File: src/rtl/fp16_issue_pkg.sv
// Shared types and widths for the fp16 multiply issue/collect stage.
// Optional statistics are enabled with FP16_ISSUE_STATS_EN.
package fp16_issue_pkg;

   typedef enum logic [1:0] {
      DRAIN = 2'd0,
      RUN   = 2'd1,
      FLUSH = 2'd2
   } issue_state_e;

   localparam int FP16_W = 16;
   localparam int STAT_W = 32;

endpackage

File: src/rtl/fp16_res_fifo.sv
// First-word-fall-through result FIFO with synchronous clear.
// Push and pop may coincide at any occupancy, including full.
module fp16_res_fifo
   import fp16_issue_pkg::*;
#(
   parameter int DEPTH = 8,
   parameter int W     = FP16_W
) (
   input  logic         clk,
   input  logic         rst_n,
   input  logic         i_clr,
   input  logic         i_push,
   input  logic [W-1:0] i_din,
   input  logic         i_pop,
   output logic [W-1:0] o_dout,
   output logic         o_full,
   output logic         o_empty
);

   localparam int AW = $clog2(DEPTH);

   logic [AW:0]  r_wptr;
   logic [AW:0]  r_rptr;
   logic [W-1:0] r_mem [DEPTH];
   logic         w_wr;
   logic         w_rd;

   assign o_empty = (r_wptr == r_rptr);
   assign o_full  = (r_wptr[AW] != r_rptr[AW]) &&
                    (r_wptr[AW-1:0] == r_rptr[AW-1:0]);
   assign w_wr    = i_push && (!o_full || i_pop);
   assign w_rd    = i_pop && !o_empty;
   assign o_dout  = r_mem[r_rptr[AW-1:0]];

   // Pointer update; clear wins over any push/pop in the same cycle
   always_ff @(posedge clk or negedge rst_n) begin
      if (!rst_n) begin
         r_wptr <= '0;
         r_rptr <= '0;
      end else if (i_clr) begin
         r_wptr <= '0;
         r_rptr <= '0;
      end else begin
         if (w_wr) r_wptr <= r_wptr + 1'b1;
         if (w_rd) r_rptr <= r_rptr + 1'b1;
      end
   end

   // Storage is reset so the head reads zero while empty after reset
   always_ff @(posedge clk or negedge rst_n) begin
      if (!rst_n) begin
         for (int i = 0; i < DEPTH; i++) r_mem[i] <= '0;
      end else if (w_wr && !i_clr) begin
         r_mem[r_wptr[AW-1:0]] <= i_din;
      end
   end

endmodule

File: src/rtl/fp16_mul_issue.sv
// Credit-based operand issue and result collection around the fp16 multiply core.
// Define FP16_ISSUE_STATS_EN to add the stat_issued/stat_returned counters.
module fp16_mul_issue
   import fp16_issue_pkg::*;
#(
   parameter int FIFO_DEPTH  = 8,
   parameter int MUL_LATENCY = 6
) (
   input  logic              aclk,
   input  logic              aresetn,
   input  logic [FP16_W-1:0] s_op_a_tdata,
   input  logic [FP16_W-1:0] s_op_b_tdata,
   input  logic              s_op_tvalid,
   output logic              s_op_tready,
   output logic [FP16_W-1:0] mul_a_tdata,
   output logic [FP16_W-1:0] mul_b_tdata,
   output logic              mul_a_tvalid,
   output logic              mul_b_tvalid,
   input  logic              mul_result_tvalid,
   input  logic [FP16_W-1:0] mul_result_tdata,
   output logic [FP16_W-1:0] m_res_tdata,
   output logic              m_res_tvalid,
   input  logic              m_res_tready,
   input  logic              flush,
   output logic              busy,
   output logic              err
`ifdef FP16_ISSUE_STATS_EN
   ,
   output logic [STAT_W-1:0] stat_issued,
   output logic [STAT_W-1:0] stat_returned
`endif
);

   localparam int CW    = $clog2(FIFO_DEPTH) + 1;
   localparam int CNT_W = $clog2(MUL_LATENCY + 2);
   localparam logic [CW-1:0] DEPTH_C = CW'(FIFO_DEPTH);

   issue_state_e      r_state;
   issue_state_e      w_state_nxt;
   logic [CNT_W-1:0]  r_cnt;
   logic [CW-1:0]     r_reserved;
   logic [CW-1:0]     r_inflight;
   logic [FP16_W-1:0] r_mul_a;
   logic [FP16_W-1:0] r_mul_b;
   logic              r_mul_v;
   logic              r_err;

   logic              w_op_hs;
   logic              w_res_hs;
   logic              w_res_in;
   logic              w_orphan;
   logic              w_ret;
   logic              w_flush_go;
   logic              w_push;
   logic              w_ovf;
   logic              w_full;
   logic              w_empty;
   logic [FP16_W-1:0] w_head;

   assign s_op_tready  = (r_state == RUN) && (r_reserved < DEPTH_C);
   assign w_op_hs      = s_op_tvalid && s_op_tready;
   assign m_res_tvalid = (r_state != FLUSH) && !w_empty;
   assign m_res_tdata  = w_head;
   assign w_res_hs     = m_res_tvalid && m_res_tready;

   // Core output is untrusted while draining after reset
   assign w_res_in   = mul_result_tvalid && (r_state != DRAIN);
   assign w_orphan   = w_res_in && (r_inflight == '0);
   assign w_ret      = w_res_in && !w_orphan;
   assign w_flush_go = (r_state == RUN) && flush;
   assign w_push     = w_ret && (r_state == RUN) && !flush;
   assign w_ovf      = w_push && w_full && !w_res_hs;

   assign mul_a_tdata  = r_mul_a;
   assign mul_b_tdata  = r_mul_b;
   assign mul_a_tvalid = r_mul_v;
   assign mul_b_tvalid = r_mul_v;
   assign err          = r_err;
   assign busy         = !((r_state == RUN) && (r_reserved == '0));

   fp16_res_fifo #(
      .DEPTH (FIFO_DEPTH),
      .W     (FP16_W)
   ) u_fifo (
      .clk     (aclk),
      .rst_n   (aresetn),
      .i_clr   (w_flush_go),
      .i_push  (w_push && !w_ovf),
      .i_din   (mul_result_tdata),
      .i_pop   (w_res_hs),
      .o_dout  (w_head),
      .o_full  (w_full),
      .o_empty (w_empty)
   );

   // State register
   always_ff @(posedge aclk or negedge aresetn) begin
      if (!aresetn) r_state <= DRAIN;
      else          r_state <= w_state_nxt;
   end

   // Next-state logic
   always_comb begin
      w_state_nxt = r_state;
      unique case (r_state)
         DRAIN:   if (r_cnt == '0) w_state_nxt = RUN;
         RUN:     if (flush) w_state_nxt = FLUSH;
         FLUSH:   if (r_inflight == '0) w_state_nxt = RUN;
         default: w_state_nxt = DRAIN;
      endcase
   end

   // Drain timer covers any stale results still inside the core
   always_ff @(posedge aclk or negedge aresetn) begin
      if (!aresetn)
         r_cnt <= CNT_W'(MUL_LATENCY + 1);
      else if (r_state == DRAIN && r_cnt != '0)
         r_cnt <= r_cnt - CNT_W'(1);
   end

   // Reserved result slots: credit taken on issue, returned on delivery
   always_ff @(posedge aclk or negedge aresetn) begin
      if (!aresetn)
         r_reserved <= '0;
      else if (r_state == FLUSH && r_inflight == '0)
         r_reserved <= '0;
      else if (w_op_hs && !w_res_hs)
         r_reserved <= r_reserved + CW'(1);
      else if (!w_op_hs && w_res_hs)
         r_reserved <= r_reserved - CW'(1);
   end

   // Operations currently inside the core
   always_ff @(posedge aclk or negedge aresetn) begin
      if (!aresetn)
         r_inflight <= '0;
      else if (w_op_hs && !w_ret)
         r_inflight <= r_inflight + CW'(1);
      else if (!w_op_hs && w_ret)
         r_inflight <= r_inflight - CW'(1);
   end

   // Operand register feeding the core, one-cycle valid pulse per issue
   always_ff @(posedge aclk or negedge aresetn) begin
      if (!aresetn) begin
         r_mul_a <= '0;
         r_mul_b <= '0;
         r_mul_v <= 1'b0;
      end else begin
         r_mul_v <= w_op_hs;
         if (w_op_hs) begin
            r_mul_a <= s_op_a_tdata;
            r_mul_b <= s_op_b_tdata;
         end
      end
   end

   // Sticky error on orphan result or overflowing push
   always_ff @(posedge aclk or negedge aresetn) begin
      if (!aresetn) r_err <= 1'b0;
      else if (w_orphan || w_ovf) r_err <= 1'b1;
   end

`ifdef FP16_ISSUE_STATS_EN
   logic [STAT_W-1:0] r_stat_iss;
   logic [STAT_W-1:0] r_stat_ret;

   assign stat_issued   = r_stat_iss;
   assign stat_returned = r_stat_ret;

   // Free-running traffic counters, untouched by flush
   always_ff @(posedge aclk or negedge aresetn) begin
      if (!aresetn) begin
         r_stat_iss <= '0;
         r_stat_ret <= '0;
      end else begin
         if (w_op_hs)  r_stat_iss <= r_stat_iss + STAT_W'(1);
         if (w_res_hs) r_stat_ret <= r_stat_ret + STAT_W'(1);
      end
   end
`endif

endmodule

File: config.mk
export PLATFORM = sky130hd
export DESIGN_NAME = fp16_mul_issue
export DESIGN_NICKNAME = d
export VERILOG_FILES = /design/src/rtl/fp16_issue_pkg.sv /design/src/rtl/fp16_res_fifo.sv /design/src/rtl/fp16_mul_issue.sv
export SDC_FILE = /design/constraint.sdc
export NUM_CORES = 1
export LEC_CHECK = 0
export BUFFER_PORTS_ARGS = -buffer_cell sky130_fd_sc_hd__buf_4
export CAP_MARGIN = 10
export CORE_MARGIN = 3
export CORE_UTILIZATION = 50
export DETAILED_ROUTE_END_ITERATION = 10
export PLACE_DENSITY = 0.71
export SYNTH_ARGS = -nofsm -noshare
export SYNTH_HDL_FRONTEND = slang
export SYNTH_SLANG_ARGS = --single-unit
File: constraint.sdc
create_clock -name aclk -period 3.6 [get_ports aclk]
set_input_delay 0.36 -clock aclk [delete_from_list [all_inputs] [get_ports aclk]]
set_output_delay 0.36 -clock aclk [all_outputs]
set_load 0.1 [all_outputs]
* Word level (Yosys, flattened, before mapping)
Index checks and enable logic that the tools add are counted.
Word-level totals: bits in registers 183, input bits 54, output and inout bits 54, word-level logic and storage cells 107
Cells by class: add/sub/neg operators 7, order comparisons 4, eq/ne operators 9, mux-type cells 19, bitwise logic cells 2, reductions and logical operators 48
Operators by type and width (number):
- 128-bit bitwise mux | 1
- 16-bit binary-select mux with 3-bit select | 1
- 16-bit demux with 3-bit select | 1
- 16-bit 2-to-1 mux | 3
- 4-bit 2-to-1 mux | 9
- 1-bit logical AND | 25
- 4-bit by 1-bit adder with 4-bit output (second input constant) | 4
- 1-bit logical NOT | 10
- 4-bit >= comparator (second input constant) | 2
- 4-bit logical NOT | 2
- 2-bit != test (second input constant) | 4
- 3-bit NOT with 4-bit output | 2
- 2-bit nonzero test | 4
- 4-bit by 1-bit subtractor with 4-bit output (second input constant) | 2
- 2-bit 2-to-1 mux | 3
- 2-bit case mux with 3 select lines | 1
- 3-bit nonzero test | 2
- 4-bit equality test | 1
- 4-bit by 1-bit < comparator with 1-bit output (second input constant) | 1
- 4-bit < comparator (second input constant) | 1
- 3-bit equality test | 1
- 3-bit logical NOT | 1
- 3-bit AND reduction | 1
- 3-bit by 1-bit subtractor with 3-bit output (second input constant) | 1
- other kinds (5) | 6

* Depth between registers and ports, before layout
Gate-level depths: netlist of the first run.
depth in word-level cells 14, mapped depth 13, depth with buffers taken out 10

* Modules after synthesis
Synthesis of the first run repeated with hierarchy kept, for this count alone.
Second synthesis, totals: cells, all modules 575, area total of the unflattened synthesis 8719.6 um2
By module, submodules not included:
- fp16_res_fifo | instances 1, cells each 412, area each 6424.9 um2, sequential area each 3403.3 um2
- fp16_mul_issue | instances 1, cells each 163, area each 2294.7 um2, sequential area each 1179.9 um2

* Worst setup path after synthesis of the first run
No wires, ideal clock.
kind register to register, start point reg r_state[1], end point reg r_inflight[3], arrival 4.944 ns, setup slack -1.469 ns, cell stages (with the launch flop) 14, path buffers 3, period minus slack after synthesis 5.069 ns, cell sequence dfrtp_1 > buf_6 > nor3b_1 > and2_1 > clkbuf_1 > buf_1 > ha_1 > inv_1 > ha_1 > a21o_1 > a21oi_1 > xnor2_1 > nor2_1 > xor2_1
On the way: elaborated cells between the ends (all ways) 14
RTL lines:
- from (decl) | RTL line fp16_mul_issue.sv:38 | issue_state_e r_state;
- from (signal assigned) | RTL line fp16_mul_issue.sv:99 | else r_state <= w_state_nxt;
- 2-bit by 1-bit equality test with 1-bit output * | RTL line fp16_mul_issue.sv:60 | assign s_op_tready = (r_state == RUN) && (r_reserved < DEPTH_C);
- 1-bit logical AND * | RTL line fp16_mul_issue.sv:60
- net s_op_tready | RTL line fp16_mul_issue.sv:14 | output logic s_op_tready,
- 1-bit logical AND * | RTL line fp16_mul_issue.sv:61 | assign w_op_hs = s_op_tvalid && s_op_tready;
- net w_op_hs | RTL line fp16_mul_issue.sv:48 | logic w_op_hs;
- 1-bit logical NOT | RTL line fp16_mul_issue.sv:139 | else if (!w_op_hs && w_ret)
- 1-bit logical AND | RTL line fp16_mul_issue.sv:139
- 2-bit nonzero test (no source line)
- to (signal assigned) | RTL line fp16_mul_issue.sv:138 | r_inflight <= r_inflight + CW'(1);
- to (signal assigned) | RTL line fp16_mul_issue.sv:140 | r_inflight <= r_inflight - CW'(1);
- to (decl) | RTL line fp16_mul_issue.sv:42 | logic [CW-1:0] r_inflight;
The timed path passes the listed nets; every way through them passes the cells marked *. A chain may end at the register's enable or synchronous reset.

* Worst setup path in the final report of the first run
start point reg u_fifo.r_rptr[0], end point out m_res_tdata[13]
On the way: longest elaborated chain between the ends 4
RTL lines:
- from (decl) | RTL line fp16_res_fifo.sv:23 | logic [AW:0] r_rptr;
- from (signal assigned) | RTL line fp16_res_fifo.sv:45 | if (w_rd) r_rptr <= r_rptr + 1'b1;
- 3-bit NOT with 4-bit output (implied by the code) | RTL line fp16_res_fifo.sv:33 | assign o_dout = r_mem[r_rptr[AW-1:0]];
- 16-bit binary-select mux with 3-bit select | RTL line fp16_res_fifo.sv:33
- 16-bit 2-to-1 mux (implied by the code) (2 in a row) | RTL line fp16_res_fifo.sv:33
- to (decl) | RTL line fp16_mul_issue.sv:21 | output logic [FP16_W-1:0] m_res_tdata,
No other way between the ends. The select of a mux whose other input is x is not followed.

==> flow_metrics.tcl, run 1 <==
set metrics [dict create \
    rr_endpoint "r_reserved[3]$_DFFE_PN0P_" \
    worst_pin_slew_ns 0.816 \
    reg2reg_depth 9 \
    endpoint_kind "output pin" \
    grt_max_degree 86 \
    synthMuxAreaShare_pct 33.8 \
    tritoncts "done" \
    start_util_pct 51.8 \
    fp.dieArea_sq_mm 0.0183 \
    yosys.cell_types.count 46 \
    first_pass_iters 4 \
    max_cap_viol_count 0 \
    vias 4847 \
    synth_top_area_share_pct 53.9 \
    synth_top_area_cell "dfrtp_1" \
    htreeDepth 4 \
    criticalPathCategory "register to output pin" \
    max_freq_ghz 0.345 \
    area_growth_syn_to_layout_pct 19.9 \
    clk_path_buf_depth 2 \
    r2r_slack_ns 0.70 \
    gp_congestion 0.733 \
    crit_required_ns 3.24 \
    grt_use_total_pct 19.5 \
    final_nets 711 \
    run_status "complete, but fails checks" \
    die_w_um 135 \
    syn_inst 539 \
    yosys.area_share.simple_pct 3.73 \
    yosys_warnings 0 \
    drc 0 \
    port_buffers 107 \
    antenna_cells 0 \
    cts.sinks 183 \
    cts_setup_buffers 0 \
    async_reset_ff_share_pct 100 \
    clk_latency_ns 0.42 \
    reg2reg_from "u_fifo.r_wptr[1]$_DFFE_PN0P_" \
    core-area_sq_mm 0.0161 \
    drtAntennaViolNets 0 \
    tns_ns 0 \
    period_share_pct 80.5 \
    ys.flop_type "dfrtp_1" \
    ys_ff_latch 183 \
    rsz0062_at_grt "false" \
    crit_fanout 35 \
    top_level_ports 108 \
    finalClockSkew_ns 0.00527 \
    layout-drive-gt1-share_pct 57.1 \
    ctsHoldBuffers 0 \
    synth_common_cells "dfrtp_1 (180), mux2_2 (167), mux4_2 (32), nand2_1 (17), nor2_1 (11)" \
    synth.area.top_cells "dfrtp_1 (54%), mux2_2 (23%), mux4_2 (8.6%), mux2_4 (1.8%), ha_1 (1.3%)" \
    synthAdderAreaFrac_pct 1.83 \
    utilization_pct 62.1 \
    finalHoldViolations 10 \
    drt_wl_total_um 16900 \
    avgSynthCellArea_sq_um 15.5 \
    violations "hold timing" \
    grt_pass1_wl_um 27600 \
    yosysSeqAreaShare_pct 54.9 \
    grt_antenna_before_repair 0 \
    fin_cells 875 \
    post_cts_resized 0 \
    fp-row-count 46 \
    synth_top_family_by_area "multiplexers" \
    grt-ovfl-total 0 \
    viasPerCell 5.54 \
    place_hpwl_um 11000 \
    dp.cells 843 \
    synth_xor_area_share_pct 1.47 \
    synth-edff-count 0 \
    cts-buffers-inserted 17 \
    synth-compound-area-share_pct 1.66 \
    drv_slew 0 \
    root_buffer "clkbuf_16" \
    path_clk_slew_ns 0.06 \
    min_period_ns 2.90 \
    drtIter0Drc 209 \
    cp-start-kind "register" \
    hold_ws_ns -0.0205 \
    setup_viol 0 \
    die_y_um 135 \
    wl_per_cell_um 19.3 \
    syn_nets 604 \
    hold_path_class "primary input to async pin" \
    yosysMostFrequentCell "dfrtp_1" \
    syn_area_sq_mm 0.00835 \
    arrival_ns 2.54 \
    first_global_vias 5157 \
    slew_headroom_pct 45.1 \
]
-- cells in the final DEF, fill, tap and decap left out, types with 3 or more instances in the layout --
master	count
a21oi_1	6
buf_4	117
bufinv_16	5
clkbuf_16	17
clkinv_2	5
dfrtp_1	179
dfstp_2	3
ha_1	9
inv_1	10
mux2_2	167
mux2_4	10
mux2i_1	7
mux4_2	32
nand2_1	17
nor2_1	11
nor3_1	3
o21ai_0	8
xnor2_1	9
xor2_1	5
-- critical path: stages, from the launching register on --
cell     delay (ns)
dfrtp_2        0.36
buf_4          0.58
mux4_2         0.60
mux2_2         0.32
buf_4          0.24
-- metrics by stage --
| step | hold WS (ns) | area (sq um) | worst slack, ns |
|---|---|---|---|
| after floorplan | 0.0644 | 8360 | 0.0288 |
| after global placement | 0.454 | 9360 | 0.941 |
| after detailed placement | 0.464 | 9360 | 0.751 |
| after CTS | 0.0125 | 10000 | 0.657 |
| after global routing | 0.0425 | 10000 | 0.527 |
| final | -0.0205 | 10000 | 0.702 |
-- flip-flops by register name (all words and copies together), names as in the netlist --
signal         count
u_fifo.r_mem     128
mul_a_tdata       16
mul_b_tdata       16
r_inflight         4
r_reserved         4
u_fifo.r_rptr      4
u_fifo.r_wptr      4
r_cnt              3
r_state            2
err                1
mul_a_tvalid       1
-- final cells by class --
cell class	instances	area, sq um
clock buffers	19	453
repair buffers	119	910
fillers	1256	6100
clock inverters	13	200
inverters	10	37.5
multi-input cells	315	3560
flip-flops and latches	183	4580
well taps	216	270
-- metal layers --
metal  part of all wire [%]  up-vias  track usage, %
li1                       -     2180               -
met1                     45     2559            26.9
met2                     51       86            31.9
met3                    2.9       22            3.68
met4                    1.6        0            5.94
met5                      0        -               0
-- cell families after synthesis --
kind of cell / count (synthesis)
multiplexers: 216
flip-flops: 183
AND/OR/NAND/NOR: 53
buffers and inverters: 41
AO/OA/AOI/OAI: 21
XOR/XNOR: 14
adder cells (fa/ha/maj): 11
-- worst max path at each step --
stage | slack (ns) | endpoint | cells past startpoint | start
finish | 0.70 | m_res_tdata[13] | 4 | u_fifo.r_rptr[0]$_DFFE_PN0P_
global placement | 0.94 | u_fifo.r_mem[35]$_DFFE_PN0P_ | 6 | r_state[1]$_DFFE_PN0P_
global route | 0.53 | r_reserved[3]$_DFFE_PN0P_ | 9 | u_fifo.r_wptr[1]$_DFFE_PN0P_
detailed placement | 0.75 | r_reserved[3]$_DFFE_PN0P_ | 9 | u_fifo.r_wptr[1]$_DFFE_PN0P_
floorplan | 0.03 | r_inflight[3]$_DFFE_PN0P_ | 13 | r_state[1]$_DFFE_PN0P_
CTS | 0.66 | m_res_tdata[13] | 4 | u_fifo.r_rptr[0]$_DFFE_PN0P_
Power of run 1 is not shown: default switching activity piles up to over one toggle a cycle in this logic, so the estimate is an artifact.
==> run 2: changes to the inputs <==
Clock period 3.6 ns to 2.7 ns, I/O delays scaled along.
==> flow_metrics.tcl, run 2 (same netlist as run 1, synthesis figures left out) <==
set metrics [dict create \
    drtIter0Drc 269 \
    cp-startpoint "u_fifo.r_rptr[0]$_DFFE_PN0P_" \
    reg2reg_depth 7 \
    endpoint_kind "output pin" \
    arrival_ns 2.22 \
    worstPathCellList "buf_12, mux4_2, mux2_2, buf_4" \
    slew_headroom_pct 62.7 \
    crit_buf_inv 2 \
    fillers 1200 \
    finalClockSkew_ns 0.00969 \
    drtAntennaViolNets 0 \
    path_clk_slew_ns 0.07 \
    cp-start-kind "register" \
    max_cap_viol_count 0 \
    gp_congestion 0.809 \
    grt_pass1_wl_um 27900 \
    setup_viol 0 \
    grt-ovfl-total 0 \
    viasPerCell 5.55 \
    worst_pin_slew_ns 0.555 \
    period_share_pct 92.1 \
    drv_slew 0 \
    grt_use_total_pct 19.8 \
    place_hpwl_um 11300 \
    die_w_um 135 \
    grt_antenna_before_repair 0 \
    finalHoldViolations 0 \
    cp_slowest_cell "mux4_2" \
    run_status "finished, final reports clean" \
    htreeDepth 4 \
    whs_path_depth 2 \
    fp.dieArea_sq_mm 0.0183 \
    reg2reg_from "r_inflight[1]$_DFFE_PN0P_" \
    drc 0 \
    largest_reg_flops 128 \
    layout_common_cells "dfrtp_1 (179), mux2_2 (167), buf_4 (124), mux4_2 (32)" \
    cts.sinks 183 \
    final_common_cell "dfrtp_1" \
    fp-row-count 46 \
    area_growth_syn_to_layout_pct 22.5 \
    die_y_um 135 \
    drt_wl_total_um 17200 \
    min_period_ns 2.49 \
    hold_path_class "primary input to register" \
    tritoncts "done" \
    slowest_delay_ns 0.58 \
    hp-start "s_op_a_tdata[1]" \
    path_depth 4 \
    regMostFlops "u_fifo.r_mem" \
    start_util_pct 51.8 \
    vias 4936 \
    root_buffer "clkbuf_16" \
    hold_ws_ns 0.0764 \
    cts-buffers-inserted 17 \
    wl_per_cell_um 19.3 \
    crit_fanout 35 \
    port_buffers 107 \
    final_nets 726 \
    max_freq_ghz 0.402 \
    first_pass_iters 4 \
    clk_path_buf_depth 2 \
    layout-drive-gt1-share_pct 58.8 \
    clk_latency_ns 0.42 \
    antenna_cells 0 \
    criticalPathCategory "register to output pin" \
    top_level_ports 108 \
    crit_required_ns 2.43 \
    critPathTopFamily "multiplexers" \
    grt_max_degree 55 \
    first_global_vias 5226 \
    rsz0062_at_grt "false" \
    core-area_sq_mm 0.0161 \
]
[run 2: routing by layer]
| metal | up-vias | GRT usage, % | part of all wire [%] |
|---|---|---|---|
| met5 | - | 0 | 0 |
| met4 | 0 | 5.82 | 1.2 |
| met3 | 15 | 3.94 | 5.1 |
| met2 | 113 | 32.8 | 51 |
| met1 | 2602 | 26.8 | 43 |
| li1 | 2206 | - | - |
[run 2: what timing repair did]
action	4_1_cts	5_1_grt
endpoints found under the hold margin	51	0
buffers inserted	0	0
endpoints found under the setup margin	0	1
hold buffers	1	0
gates resized for setup	0	1
[run 2: final timing paths]
kind                                           endpoint  slack, ns
max                                     m_res_tdata[15]       0.21
min                          mul_a_tdata[1]$_DFFE_PN0P_       0.08
max reg2reg                u_fifo.r_mem[37]$_DFFE_PN0P_       0.23
min reg2reg                        r_cnt[1]$_DFFE_PN1P_       0.49
max in group asynchronous          r_cnt[0]$_DFFE_PN1P_       1.49
min in group asynchronous   mul_a_tdata[10]$_DFFE_PN0P_       0.36
[run 2: through the flow]
step                instance area (sq um)  TNS, ns  utilization (%)  instances  worst slack [ns]
floorplan                            8420   -0.791                -        539            -0.293
global placement                     9590        0             59.5        857             0.238
detailed placement                   9590        0             59.5        857             0.174
CTS                                 10200        0             63.5        889             0.163
global route                        10200        0             63.5        889             0.110
finish                              10200        0             63.5        889             0.213
[run 2: final cells by class]
type | instances | area (sq um) | area share, %
Tap cell | 216 | 270 | 2.64
Inverter | 10 | 37.5 | 0.367
Clock buffer | 20 | 457 | 4.46
Clock inverter | 11 | 173 | 1.69
Timing Repair Buffer | 134 | 1110 | 10.9
Multi-Input combinational cell | 315 | 3600 | 35.2
Sequential cell | 183 | 4580 | 44.8
[run 2: worst reg2reg max path: cells and delay by family, from the launching register on]
kind / cells / cell delay (ns)
multiplexers: 1 / 0.37
flip-flops: 1 / 0.47
buffers and inverters: 2 / 0.45
AND/OR/NAND/NOR: 3 / 0.77
AO/OA/AOI/OAI: 1 / 0.30
Power of run 2 is left out for the same reason.
==> run 3: changes to the inputs <==
Settings changed: CORE_ASPECT_RATIO set to 1.4, GPL_ROUTABILITY_DRIVEN set to 1.
==> flow_metrics.tcl, run 3 (same netlist as run 1, synthesis figures left out) <==
set metrics [dict create \
    reg2reg_depth 8 \
    worst_pin_slew_ns 0.644 \
    fp-row-count 55 \
    layout_setup_ws_ns 0.204 \
    htreeDepth 4 \
    grt_use_total_pct 19.7 \
    core-area_sq_mm 0.0162 \
    first_pass_iters 4 \
    layout_common_cells "dfrtp_1 (179), mux2_2 (167), buf_4 (120), mux4_2 (32)" \
    period_share_pct 92.4 \
    start_util_pct 51.4 \
    run_status "finished, final reports clean" \
    final_common_cell "dfrtp_1" \
    path_clk_slew_ns 0.06 \
    cts_setup_buffers 0 \
    drtIter0Drc 184 \
    viasPerCell 5.55 \
    whs_path_depth 2 \
    cts.sinks 183 \
    root_buffer "clkbuf_16" \
    drc 0 \
    endpoint_kind "output pin" \
    regArea_sq_mm 0.00458 \
    cp_slowest_cell "mux4_2" \
    tritoncts "done" \
    clk_latency_ns 0.43 \
    dp_slack_ns 0.234 \
    fp.dieArea_sq_mm 0.0183 \
    fillers 1226 \
    grt_max_degree 71 \
    crit_required_ns 2.43 \
    finalHoldViolations 0 \
    criticalPathCategory "register to output pin" \
    finalClockSkew_ns 0.00958 \
    grt_pass1_wl_um 28100 \
    multi_input_area_sq_mm 0.00360 \
    layout-drive-gt1-share_pct 58.4 \
    first_global_vias 5474 \
    drtAntennaViolNets 0 \
    setup_viol 0 \
    die_y_um 159 \
    largest_reg_flops 128 \
    dp.cells 837 \
    slew_headroom_pct 57.0 \
    fin_cells 869 \
    cts-buffers-inserted 17 \
    top_level_ports 108 \
    final_nets 723 \
    place_hpwl_um 11100 \
    crit_fanout 35 \
    drv_slew 0 \
    gp_congestion 0.741 \
    min_period_ns 2.50 \
    drt_wl_total_um 16600 \
    grt-ovfl-total 0 \
    slowest_delay_ns 0.55 \
    max_freq_ghz 0.401 \
    wl_per_cell_um 19.1 \
    post_cts_resized 0 \
    worstPathCellList "buf_12, mux4_2, mux2_2, buf_4" \
    regMostFlops "u_fifo.r_mem" \
    rsz0062_at_grt "false" \
    clk_path_buf_depth 2 \
    vias 4821 \
    cp-start-kind "register" \
    grt_antenna_before_repair 0 \
    die_w_um 115 \
    arrival_ns 2.23 \
    hold_path_class "primary input to register" \
    port_buffers 107 \
    area_growth_syn_to_layout_pct 22.0 \
    antenna_cells 0 \
    max_cap_viol_count 0 \
]
-- run 3: worst paths after layout --
kind | start | end | slack (ns)
worst min register to register | r_inflight[3]$_DFFE_PN0P_ | r_inflight[3]$_DFFE_PN0P_ | 0.48
min in group asynchronous | aresetn | u_fifo.r_mem[8]$_DFFE_PN0P_ | 0.43
max in group asynchronous | aresetn | u_fifo.r_mem[113]$_DFFE_PN0P_ | 1.51
worst max register to register | u_fifo.r_wptr[0]$_DFFE_PN0P_ | r_reserved[3]$_DFFE_PN0P_ | 0.25
worst min-delay path | s_op_b_tdata[14] | mul_b_tdata[14]$_DFFE_PN0P_ | 0.07
worst max-delay path | u_fifo.r_rptr[0]$_DFFE_PN0P_ | m_res_tdata[6] | 0.20
-- run 3: through the flow --
step	instance area (sq um)	hold WS [ns]	TNS [ns]	util, %
detailed placement	9560	0.328	0	58.9
CTS	10200	0.0492	0	62.7
finish	10200	0.0718	0	62.7
floorplan	8420	-0.0256	-0.791	-
global placement	9560	0.316	0	58.9
global route	10200	0.0582	0	62.7
-- run 3: final cells by class --
| type | count | area share (%) |
|---|---|---|
| timing repair buffer | 131 | 10.8 |
| sequential | 183 | 45.0 |
| clock buffer | 20 | 4.38 |
| multi-input combinational | 315 | 35.3 |
| inverter | 10 | 0.368 |
| clock inverter | 11 | 1.71 |
| tap | 199 | 2.44 |
-- run 3: critical path, delay by kind of cell, from the launching register on --
family	cells	cell delay, ns
buffers and inverters	2	0.54
DFF	1	0.40
muxes	2	0.85
-- run 3: timing repair --
action	CTS	global route
endpoints found under the setup margin	0	0
hold buffers	1	0
hold endpoints to repair	67	0
-- run 3: routing by layer --
layer	routed length [um]	vias up	global-route usage [%]
li1	-	2194	-
met1	6730	2518	24.2
met2	9010	90	34.1
met3	568	19	4.60
met4	247	0	5.93
met5	0	-	0
Power of run 3 is left out for the same reason.
